==> src/rtl/toccata_volume_ramp.sv <==
// toccata_volume_ramp: per-channel log attenuation and mute over a PCM frame, one shared multiplier.
// Optional zipper-free gain ramping is enabled by defining TOCCATA_VOLUME_RAMP_EN.

module toccata_volume_ramp #(
    parameter int CHANNELS = 2,
    parameter int DATA_W   = 16,
    parameter int ATTEN_W  = 6,
    parameter int RAMP_DIV = 1
) (
    input  logic                        clk,
    input  logic                        rst,
    input  logic                        in_valid,
    output logic                        in_ready,
    input  logic [CHANNELS*DATA_W-1:0]  audio_in,
    input  logic [CHANNELS*ATTEN_W-1:0] attenuation,
    input  logic [CHANNELS-1:0]         mute,
    output logic [CHANNELS*DATA_W-1:0]  audio_out,
    output logic                        out_valid,
    output logic                        ramp_active
);

    localparam int LEVELS = 1 << ATTEN_W;
    localparam int GAIN_W = 17;
    localparam int IDX_W  = ATTEN_W + 1;
    localparam int CNT_W  = $clog2(CHANNELS + 2);
    localparam int PROD_W = DATA_W + GAIN_W + 1;

    // g[i] = g[i-1]*27553 >> 15 from unity; the extra top slot stays zero for silence.
    function automatic logic [(LEVELS+1)*GAIN_W-1:0] build_gain_tab();
        logic [(LEVELS+1)*GAIN_W-1:0] tab;
        logic [31:0]                  g;
        tab = {((LEVELS + 1) * GAIN_W){1'b0}};
        g   = 32'd32768;
        for (int i = 0; i < LEVELS; i++) begin
            tab[i*GAIN_W +: GAIN_W] = g[GAIN_W-1:0];
            g = (g * 32'd27553) >> 15;
        end
        return tab;
    endfunction

    localparam logic [(LEVELS+1)*GAIN_W-1:0] GAIN_TAB = build_gain_tab();

    function automatic logic [GAIN_W-1:0] gain_of(input logic [IDX_W-1:0] idx);
        logic [GAIN_W-1:0] g;
        if (idx <= IDX_W'(LEVELS)) begin
            g = GAIN_TAB[idx*GAIN_W +: GAIN_W];
        end else begin
            g = {GAIN_W{1'b0}};
        end
        return g;
    endfunction

    typedef enum logic [1:0] {
        IDLE  = 2'd0,
        RUN   = 2'd1,
        FLUSH = 2'd2
    } state_t;

    state_t                        state_r;
    state_t                        state_next_s;
    logic [CNT_W-1:0]              cnt_r;
    logic                          accept_s;
    logic [CHANNELS*DATA_W-1:0]    frame_r;
    logic [CHANNELS*DATA_W-1:0]    shadow_r;
    logic [CHANNELS*IDX_W-1:0]     cur_att_r;
    logic [CHANNELS*IDX_W-1:0]     cur_next_s;
    logic [CHANNELS*IDX_W-1:0]     target_s;
    logic                          ramp_any_s;
    logic                          s1_valid_r;
    logic signed [DATA_W-1:0]      s1_sample_r;
    logic [GAIN_W-1:0]             s1_gain_r;
    logic [CNT_W-1:0]              s1_ch_r;
    logic signed [PROD_W-1:0]      product_s;
    logic [DATA_W-1:0]             scaled_s;
    logic                          prod_unused_s;

    // FLUSH also holds in_ready high, so a new frame may be accepted on the flush edge.
    assign accept_s = in_valid && in_ready && ((state_r == IDLE) || (state_r == FLUSH));

`ifdef TOCCATA_VOLUME_RAMP_EN
    localparam int DIV_W = (RAMP_DIV > 1) ? $clog2(RAMP_DIV) : 1;

    function automatic logic [IDX_W-1:0] step_toward(input logic [IDX_W-1:0] cur,
                                                     input logic [IDX_W-1:0] tgt);
        logic [IDX_W-1:0] nxt;
        if (cur < tgt) begin
            nxt = cur + IDX_W'(1);
        end else if (cur > tgt) begin
            nxt = cur - IDX_W'(1);
        end else begin
            nxt = cur;
        end
        return nxt;
    endfunction

    logic [DIV_W-1:0] div_r;
    logic             div_wrap_s;

    assign div_wrap_s = (div_r == DIV_W'(RAMP_DIV - 1));

    // Ramp divider: counts accepted frames, wrapping every RAMP_DIV accepts.
    always_ff @(posedge clk) begin
        if (rst) begin
            div_r <= {DIV_W{1'b0}};
        end else if (accept_s) begin
            if (div_wrap_s) begin
                div_r <= {DIV_W{1'b0}};
            end else begin
                div_r <= div_r + DIV_W'(1);
            end
        end
    end
`else
    localparam int unused_ramp_div = RAMP_DIV;
`endif

    // Per-channel target and the gain index this accept would install.
    always_comb begin
        target_s   = {(CHANNELS * IDX_W){1'b0}};
        cur_next_s = cur_att_r;
        ramp_any_s = 1'b0;
        for (int k = 0; k < CHANNELS; k++) begin
            if (mute[k]) begin
                target_s[k*IDX_W +: IDX_W] = IDX_W'(LEVELS);
            end else begin
                target_s[k*IDX_W +: IDX_W] = {1'b0, attenuation[k*ATTEN_W +: ATTEN_W]};
            end
`ifdef TOCCATA_VOLUME_RAMP_EN
            if (div_wrap_s) begin
                cur_next_s[k*IDX_W +: IDX_W] = step_toward(cur_att_r[k*IDX_W +: IDX_W],
                                                           target_s[k*IDX_W +: IDX_W]);
            end else begin
                cur_next_s[k*IDX_W +: IDX_W] = cur_att_r[k*IDX_W +: IDX_W];
            end
            ramp_any_s = ramp_any_s |
                         (cur_next_s[k*IDX_W +: IDX_W] != target_s[k*IDX_W +: IDX_W]);
`else
            cur_next_s[k*IDX_W +: IDX_W] = target_s[k*IDX_W +: IDX_W];
`endif
        end
    end

    // Frame capture, gain state and ramp flag, all updated only on an accept edge.
    always_ff @(posedge clk) begin
        if (rst) begin
            frame_r     <= {(CHANNELS * DATA_W){1'b0}};
            cur_att_r   <= {CHANNELS{IDX_W'(LEVELS)}};
            ramp_active <= 1'b0;
        end else if (accept_s) begin
            frame_r     <= audio_in;
            cur_att_r   <= cur_next_s;
            ramp_active <= ramp_any_s;
        end
    end

    // FSM state register.
    always_ff @(posedge clk) begin
        if (rst) begin
            state_r <= IDLE;
        end else begin
            state_r <= state_next_s;
        end
    end

    // Next-state logic; RUN spends one extra count so the last product reaches the shadow.
    always_comb begin
        state_next_s = state_r;
        case (state_r)
            IDLE: begin
                if (accept_s) begin
                    state_next_s = RUN;
                end else begin
                    state_next_s = IDLE;
                end
            end
            RUN: begin
                if (cnt_r == CNT_W'(CHANNELS)) begin
                    state_next_s = FLUSH;
                end else begin
                    state_next_s = RUN;
                end
            end
            FLUSH: begin
                if (accept_s) begin
                    state_next_s = RUN;
                end else begin
                    state_next_s = IDLE;
                end
            end
            default: state_next_s = IDLE;
        endcase
    end

    // Channel counter for the serial multiply.
    always_ff @(posedge clk) begin
        if (rst) begin
            cnt_r <= {CNT_W{1'b0}};
        end else if (accept_s) begin
            cnt_r <= {CNT_W{1'b0}};
        end else if (state_r == RUN) begin
            cnt_r <= cnt_r + CNT_W'(1);
        end else begin
            cnt_r <= {CNT_W{1'b0}};
        end
    end

    // Stage 1: fetch sample and gain for the current channel.
    always_ff @(posedge clk) begin
        if (rst) begin
            s1_valid_r  <= 1'b0;
            s1_sample_r <= {DATA_W{1'b0}};
            s1_gain_r   <= {GAIN_W{1'b0}};
            s1_ch_r     <= {CNT_W{1'b0}};
        end else if ((state_r == RUN) && (cnt_r < CNT_W'(CHANNELS))) begin
            s1_valid_r  <= 1'b1;
            s1_sample_r <= frame_r[cnt_r*DATA_W +: DATA_W];
            s1_gain_r   <= gain_of(cur_att_r[cnt_r*IDX_W +: IDX_W]);
            s1_ch_r     <= cnt_r;
        end else begin
            s1_valid_r  <= 1'b0;
        end
    end

    // Floor-rounded Q15 product; unity gain never overflows DATA_W.
    assign product_s     = PROD_W'(s1_sample_r) * PROD_W'($signed({1'b0, s1_gain_r}));
    assign scaled_s      = product_s[15 +: DATA_W];
    assign prod_unused_s = ^{product_s[PROD_W-1:15+DATA_W], product_s[14:0]};

    // Stage 2: write the scaled sample into the shadow frame.
    always_ff @(posedge clk) begin
        if (rst) begin
            shadow_r <= {(CHANNELS * DATA_W){1'b0}};
        end else if (s1_valid_r) begin
            shadow_r[s1_ch_r*DATA_W +: DATA_W] <= scaled_s;
        end
    end

    // Registered outputs: atomic frame update, valid pulse and ready.
    always_ff @(posedge clk) begin
        if (rst) begin
            audio_out <= {(CHANNELS * DATA_W){1'b0}};
            out_valid <= 1'b0;
            in_ready  <= 1'b0;
        end else begin
            out_valid <= (state_r == FLUSH);
            in_ready  <= (state_next_s == IDLE) || (state_next_s == FLUSH);
            if (state_r == FLUSH) begin
                audio_out <= shadow_r;
            end
        end
    end

endmodule

==> config.mk <==
export PLATFORM = sky130hd
export DESIGN_NAME = toccata_volume_ramp
export DESIGN_NICKNAME = d
export VERILOG_FILES = /design/src/rtl/toccata_volume_ramp.sv
export SDC_FILE = /design/constraint.sdc
export NUM_CORES = 1
export LEC_CHECK = 0
export ABC_CLOCK_PERIOD_IN_PS = 14350
export CAP_MARGIN = 40
export CORE_MARGIN = 3
export CORE_UTILIZATION = 25
export CTS_CLUSTER_DIAMETER = 60
export DETAILED_ROUTE_END_ITERATION = 8
export GPL_ROUTABILITY_DRIVEN = 0
export GPL_TIMING_DRIVEN = 0
export SETUP_SLACK_MARGIN = 0.5
export SYNTH_ARGS = -nofsm -noshare
export SYNTH_HDL_FRONTEND = slang
export SYNTH_SLANG_ARGS = --single-unit
==> constraint.sdc <==
create_clock -name clk -period 14.35 [get_ports clk]
set_clock_uncertainty 0.15 [all_clocks]
set_input_delay 3.5875 -clock clk [delete_from_list [all_inputs] [get_ports clk]]
set_output_delay 3.5875 -clock clk [all_outputs]
set_load 0.01 [all_outputs]
After elaboration in Yosys (flattened, before gate mapping)
Index checks and enable logic that the tools add are counted.
{"block": "word_totals", "ff_bits": 152, "in_bits": 49, "output_inout_bits": 35}
{"block": "op_classes", "n_addsub": 2, "multipliers": 3, "magnitude_cmp": 2, "n_eq_ne": 4, "shift": 5, "muxes": 8, "bitwise": 1, "reduce_logical": 9}
{"op": "1105-bit by 13-bit variable part select with 17-bit output, first input constant", "count": 1}
{"op": "6-bit negator with 34-bit output", "count": 1}
{"op": "16-bit by 34-bit variable shift with 32-bit output, first input constant", "count": 1}
{"op": "16-bit by 34-bit variable part select with 32-bit output", "count": 1}
{"op": "32-bit bitwise mux", "count": 1}
{"op": "32-bit by 7-bit variable part select with 16-bit output", "count": 1}
{"op": "16-bit by 18-bit multiplier with 31-bit output", "count": 1}
{"op": "17-bit 2-to-1 mux", "count": 1}
{"op": "7-bit 2-to-1 mux", "count": 2}
{"op": "14-bit by 6-bit variable part select with 7-bit output", "count": 1}
{"op": "7-bit by 5-bit multiplier with 12-bit output, second input constant", "count": 1}
{"op": "7-bit less-or-equal comparator, second input constant", "count": 1}
{"op": "2-bit == test, second input constant", "count": 3}
{"op": "2-bit by 3-bit multiplier with 5-bit output, second input constant", "count": 1}
{"op": "2-bit zero test", "count": 2}
{"op": "2-bit one-hot mux with 2 select lines", "count": 1}
{"op": "1-bit logical AND", "count": 3}
{"op": "3-bit OR reduction", "count": 1}
{"op": "2-bit by 1-bit adder with 2-bit output, second input constant", "count": 1}
{"op": "2-bit by 1-bit == test with 1-bit output, second input constant", "count": 1}
{"op": "1-bit logical OR", "count": 2}
{"op": "2-bit less-than comparator, second input constant", "count": 1}
{"op": "1-bit 2-to-1 mux", "count": 2}
{"op": "2-bit 2-to-1 mux", "count": 1}
{"op": "2 further kinds", "count": 2}

Logic depth before layout (Yosys ltp)
{"block": "logic_depth", "word_depth": 7, "mapped_depth": 23, "ltp_nobuf": 21}

Worst setup path before layout
OpenSTA, ideal clock, no wires.
{"block": "synth_timing", "path_kind": "register to register", "start": "register s1_sample_r[9]", "end": "register shadow_r[10]", "setup_ps": 117, "arrival_time_ps": 5915, "slack_ps": 8168, "path_stages_with_launch": 21, "synth_period_minus_slack_ps": 6182, "path_cell_list": "dfxtp_1 clkbuf_1 clkbuf_1 nand2_1 fa_1 inv_1 fa_1 fa_1 fa_1 fa_1 inv_1 fa_1 inv_1 ha_1 and3_4 a221o_1 a22o_1 a211o_1 a21oi_2 xnor2_1 a22o_1"}
{"block": "synth_via", "elab_chain_cells": 3}
{"item": "start, declared", "line": "70", "source": "logic signed [DATA_W-1:0] s1_sample_r;"}
{"item": "start signal, assigned", "line": "211", "source": "s1_sample_r <= {DATA_W{1'b0}};"}
{"item": "start signal, assigned", "line": "216", "source": "s1_sample_r <= frame_r[cnt_r*DATA_W +: DATA_W];"}
{"item": "16-bit by 18-bit multiplier with 31-bit output", "line": "225", "source": "assign product_s = PROD_W'(s1_sample_r) * PROD_W'($signed({1'b0, s1_gain_r}));"}
{"item": "16-bit by 34-bit variable part select with 32-bit output", "line": "234", "source": "shadow_r[s1_ch_r*DATA_W +: DATA_W] <= scaled_s;"}
{"item": "32-bit bitwise mux", "line": "234"}
{"item": "end signal, assigned", "line": "232", "source": "shadow_r <= {(CHANNELS * DATA_W){1'b0}};"}
{"item": "end signal, assigned by index", "line": "234"}
{"item": "end, declared", "line": "64", "source": "logic [CHANNELS*DATA_W-1:0] shadow_r;"}
No other way between the ends.
A chain may end at the register's enable or synchronous reset.

Worst setup path after layout
{"block": "layout_timing", "start": "register s1_gain_r[8]", "end": "register shadow_r[14]"}
{"block": "layout_via", "elab_chain_cells": 3}
{"item": "start, declared", "line": "71", "source": "logic [GAIN_W-1:0] s1_gain_r;"}
{"item": "start signal, assigned", "line": "212", "source": "s1_gain_r <= {GAIN_W{1'b0}};"}
{"item": "start signal, assigned", "line": "217", "source": "s1_gain_r <= gain_of(cur_att_r[cnt_r*IDX_W +: IDX_W]);"}
{"item": "16-bit by 18-bit multiplier with 31-bit output", "line": "225"}
{"item": "16-bit by 34-bit variable part select with 32-bit output", "line": "234"}
{"item": "32-bit bitwise mux", "line": "234"}
No other way between the ends.

==> impl_metrics.py <==
metrics = {
    "die": {
        "rows": 88,
        "die_h_um": 249,
        "coreArea_mm2": 0.0580,
        "die_w_um": 249,
        "ios": 84,
        "die_area_mm2": 0.0618,
        "start_util": 0.254,
    },
    "global_routing": {
        "grt_use_total": 0.133,
        "grt_pass1_wl_mm": 66.2,
        "antenna_found_initial": 0,
        "grt_pass1_vias": 12600,
        "grt_max_degree": 17,
        "grt_overflow": 0,
    },
    "clocking": {
        "cts.path.max_buffers": 2,
        "htree_levels": 4,
        "cts.reportedPaths.clkPinSlew_ns": 0.07,
        "cts.sinks": 151,
        "cts_post_setup_buffers_inserted": 0,
        "ctsResizeCount": 0,
        "ctsHoldBuffers": 0,
        "cts_buffers": 17,
        "cts_tree": "built",
        "clock_latency_ns": 0.44,
        "cts-root-buf": "clkbuf_16",
    },
    "cells_and_area": {
        "area.growth.synth_to_final_pct": 16.1,
        "regArea_mm2": 0.00302,
        "diodes": 0,
        "final_cells": 2626,
        "final_nets": 2208,
        "n_fill_cell": 6195,
        "multiInputGateArea_mm2": 0.0103,
        "drive_gt1_frac": 0.0290,
    },
    "synth": {
        "synth_edf_count": 0,
        "synthCells": 1744,
        "post_synth_num_cell_types": 64,
        "ys_seq_elements": 151,
        "avgSynthCellArea_um2": 8.44,
        "synth.area.top_cells": "fa_1, dfxtp_1, ha_1, nand2_1, inv_1",
        "synth_warnings": 0,
        "yosysTopAreaCellShare": 0.267,
        "syn-cell-area_mm2": 0.0147,
        "synthArstFlopShare": 0,
        "yosys.area.top_type": "fa_1",
        "yosysSeqAreaShare": 0.205,
        "yosys_most_used_dff": "dfxtp_1",
    },
    "timing": {
        "fin_crit_sh": 0.514,
        "rsz0062_at_grt": "false",
        "hold_viol": 0,
        "slew_viol_final": 0,
        "period_minus_slack_ns": 7.37,
        "maxSlewHeadroom": 0.420,
        "max_freq_mhz": 136,
        "setup_viol": 0,
        "tightest_slew_ns": 0.859,
        "setup_tns_ns": 0,
    },
    "worst_setup_path": {
        "worst-endpoint-required_ns": 14.51,
        "end_kind": "flop",
        "rrSetupSlack_ns": 6.98,
        "critical_path_peak_fanout": 10,
        "cp_data_arrival_time_ns": 7.53,
        "path_class": "reg2reg",
        "startpoint_type": "flop",
    },
    "power_and_ir_drop": {
        "power_leakage_nw": 7.33,
        "power_density_mw_per_mm2": 60.5,
        "vdd_drop_max_v": 0.0000645,
        "power_mw": 1.03,
    },
    "detailed_routing": {
        "antenna_left": 0,
        "routedWlPerCell_um": 15.5,
        "wl_met3_mm": 2.62,
        "num_vias": 12200,
        "wl_met2_mm": 19.0,
        "top_layer": "met4",
        "route.detailed.drc": 0,
        "dr.pass1.iters": 5,
        "drt_iter0_drc": 808,
        "vias_per_cell": 4.65,
        "wl_met1_mm": 17.0,
        "wl_mm": 40.6,
    },
    "placement": {
        "placed_cells": 2594,
        "portBuffers": 82,
        "dp_hpwl_mm": 33.1,
    },
    "flow_run": {
        "drv_cap": 0,
    },
    "run_status": {
        "status": "finished, final reports clean",
    },
    "hold_path": {
        "hold_class": "reg2reg",
    },
}
cells in the mapped netlist (4+ instances only):
master	number
nand2_1	325
inv_1	259
fa_1	196
dfxtp_1	151
a21oi_1	138
and2_1	120
ha_1	115
clkbuf_1	84
nor2_1	56
o21ai_0	38
mux2i_1	25
a211oi_1	20
a22o_1	20
nor3_1	15
xnor2_1	15
nand3b_1	14
nand2b_1	12
nand4_1	11
o211ai_1	11
a21o_1	10
nand3_1	8
and3_1	6
buf_2	6
or2_2	6
buf_1	5
o21bai_1	5
xor2_1	5
a21boi_0	4
a221oi_1	4
nor3b_1	4
power by group:
| part | internal [mW] | total [mW] | switching, mW |
|---|---|---|---|
| Sequential | 0.431 | 0.444 | 0.0133 |
| Clock | 0.247 | 0.441 | 0.194 |
| Combinational | 0.0537 | 0.149 | 0.0957 |
| Total | 0.732 | 1.03 | 0.303 |
area by class of cell:
cell class | count | area share
Multi-Input combinational cell | 1237 | 0.605
Sequential cell | 151 | 0.177
Inverter | 261 | 0.0573
Tap cell | 765 | 0.0560
Timing Repair Buffer | 82 | 0.0480
Clock buffer | 18 | 0.0257
Buffer | 98 | 0.0226
Clock inverter | 14 | 0.00820
state kept, by name, indices dropped and copies added, names as in the netlist, 2 cells and up:
name	count
audio_out	32
state_r	2
s1_sample_r	16
s1_gain_r	16
frame_r	32
cur_att_r	14
shadow_r	32
cnt_r	2
s1_ch_r	2
routing by layer:
metal	vias to the layer above	GRT usage
met2	437	0.225
met3	93	0.0203
li1	5744	-
met5	-	0
met4	0	0.0659
met1	5945	0.164
stage by stage:
stage                     cell area, um^2  hold WS, ns  setup WS [ns]   util
after floorplan                     14700        0.275           8.17      -
after global placement              16500        0.291           7.10  0.285
after detailed placement            16500        0.297           7.10  0.285
after CTS                           17100        0.306           7.09  0.295
after global routing                17100        0.316           6.57  0.295
final                               17100        0.304           6.98  0.295
layout by cell type, fill, tap and decap left out, drive strengths merged, types with 38 or more instances in the layout:
cell,n
nand2,325
clkbuf,102
dfxtp,151
ha,115
a21oi,141
nor2,57
clkdlybuf4s50,82
fa,196
inv,264
o21ai,38
and2,120
worst max-delay path: stages (launching register included):
cell and delay (ns):
dfxtp_1 0.55, clkbuf_1 0.55, nand2_1 0.15, fa_1 0.53, inv_1 0.05, fa_1 0.50, fa_1 0.53, fa_1 0.52
fa_1 0.54, inv_1 0.05, fa_1 0.52, inv_1 0.04, ha_1 0.26, clkbuf_1 0.25, and3_1 0.24, nand4_1 0.11
o41ai_1 0.81, o21ai_0 0.31, a21boi_0 0.43, o31ai_1 0.13
logic make-up after synthesis:
| logic type | share of synthesized area |
|---|---|
| AOI/OAI and AO/OA | 0.121 |
| xor gates and xnor gates | 0.0119 |
| adders and majority gates | 0.364 |
| buffers and inverters | 0.0928 |
| DFF | 0.205 |
| muxes | 0.0185 |
| other | 0.000255 |
| and+or+nand+nor | 0.186 |
path summary, 6_finish.rpt:
kind | from | endpoint | depth (start not counted)
hold reg to reg | cur_att_r[4] | cur_att_r[4] | 2
setup / recovery | s1_gain_r[8] | shadow_r[14] | 19
hold / removal | cur_att_r[4] | cur_att_r[4] | 2
setup reg to reg | s1_gain_r[8] | shadow_r[14] | 19
Note: power is estimated with default switching activity, not from simulation.
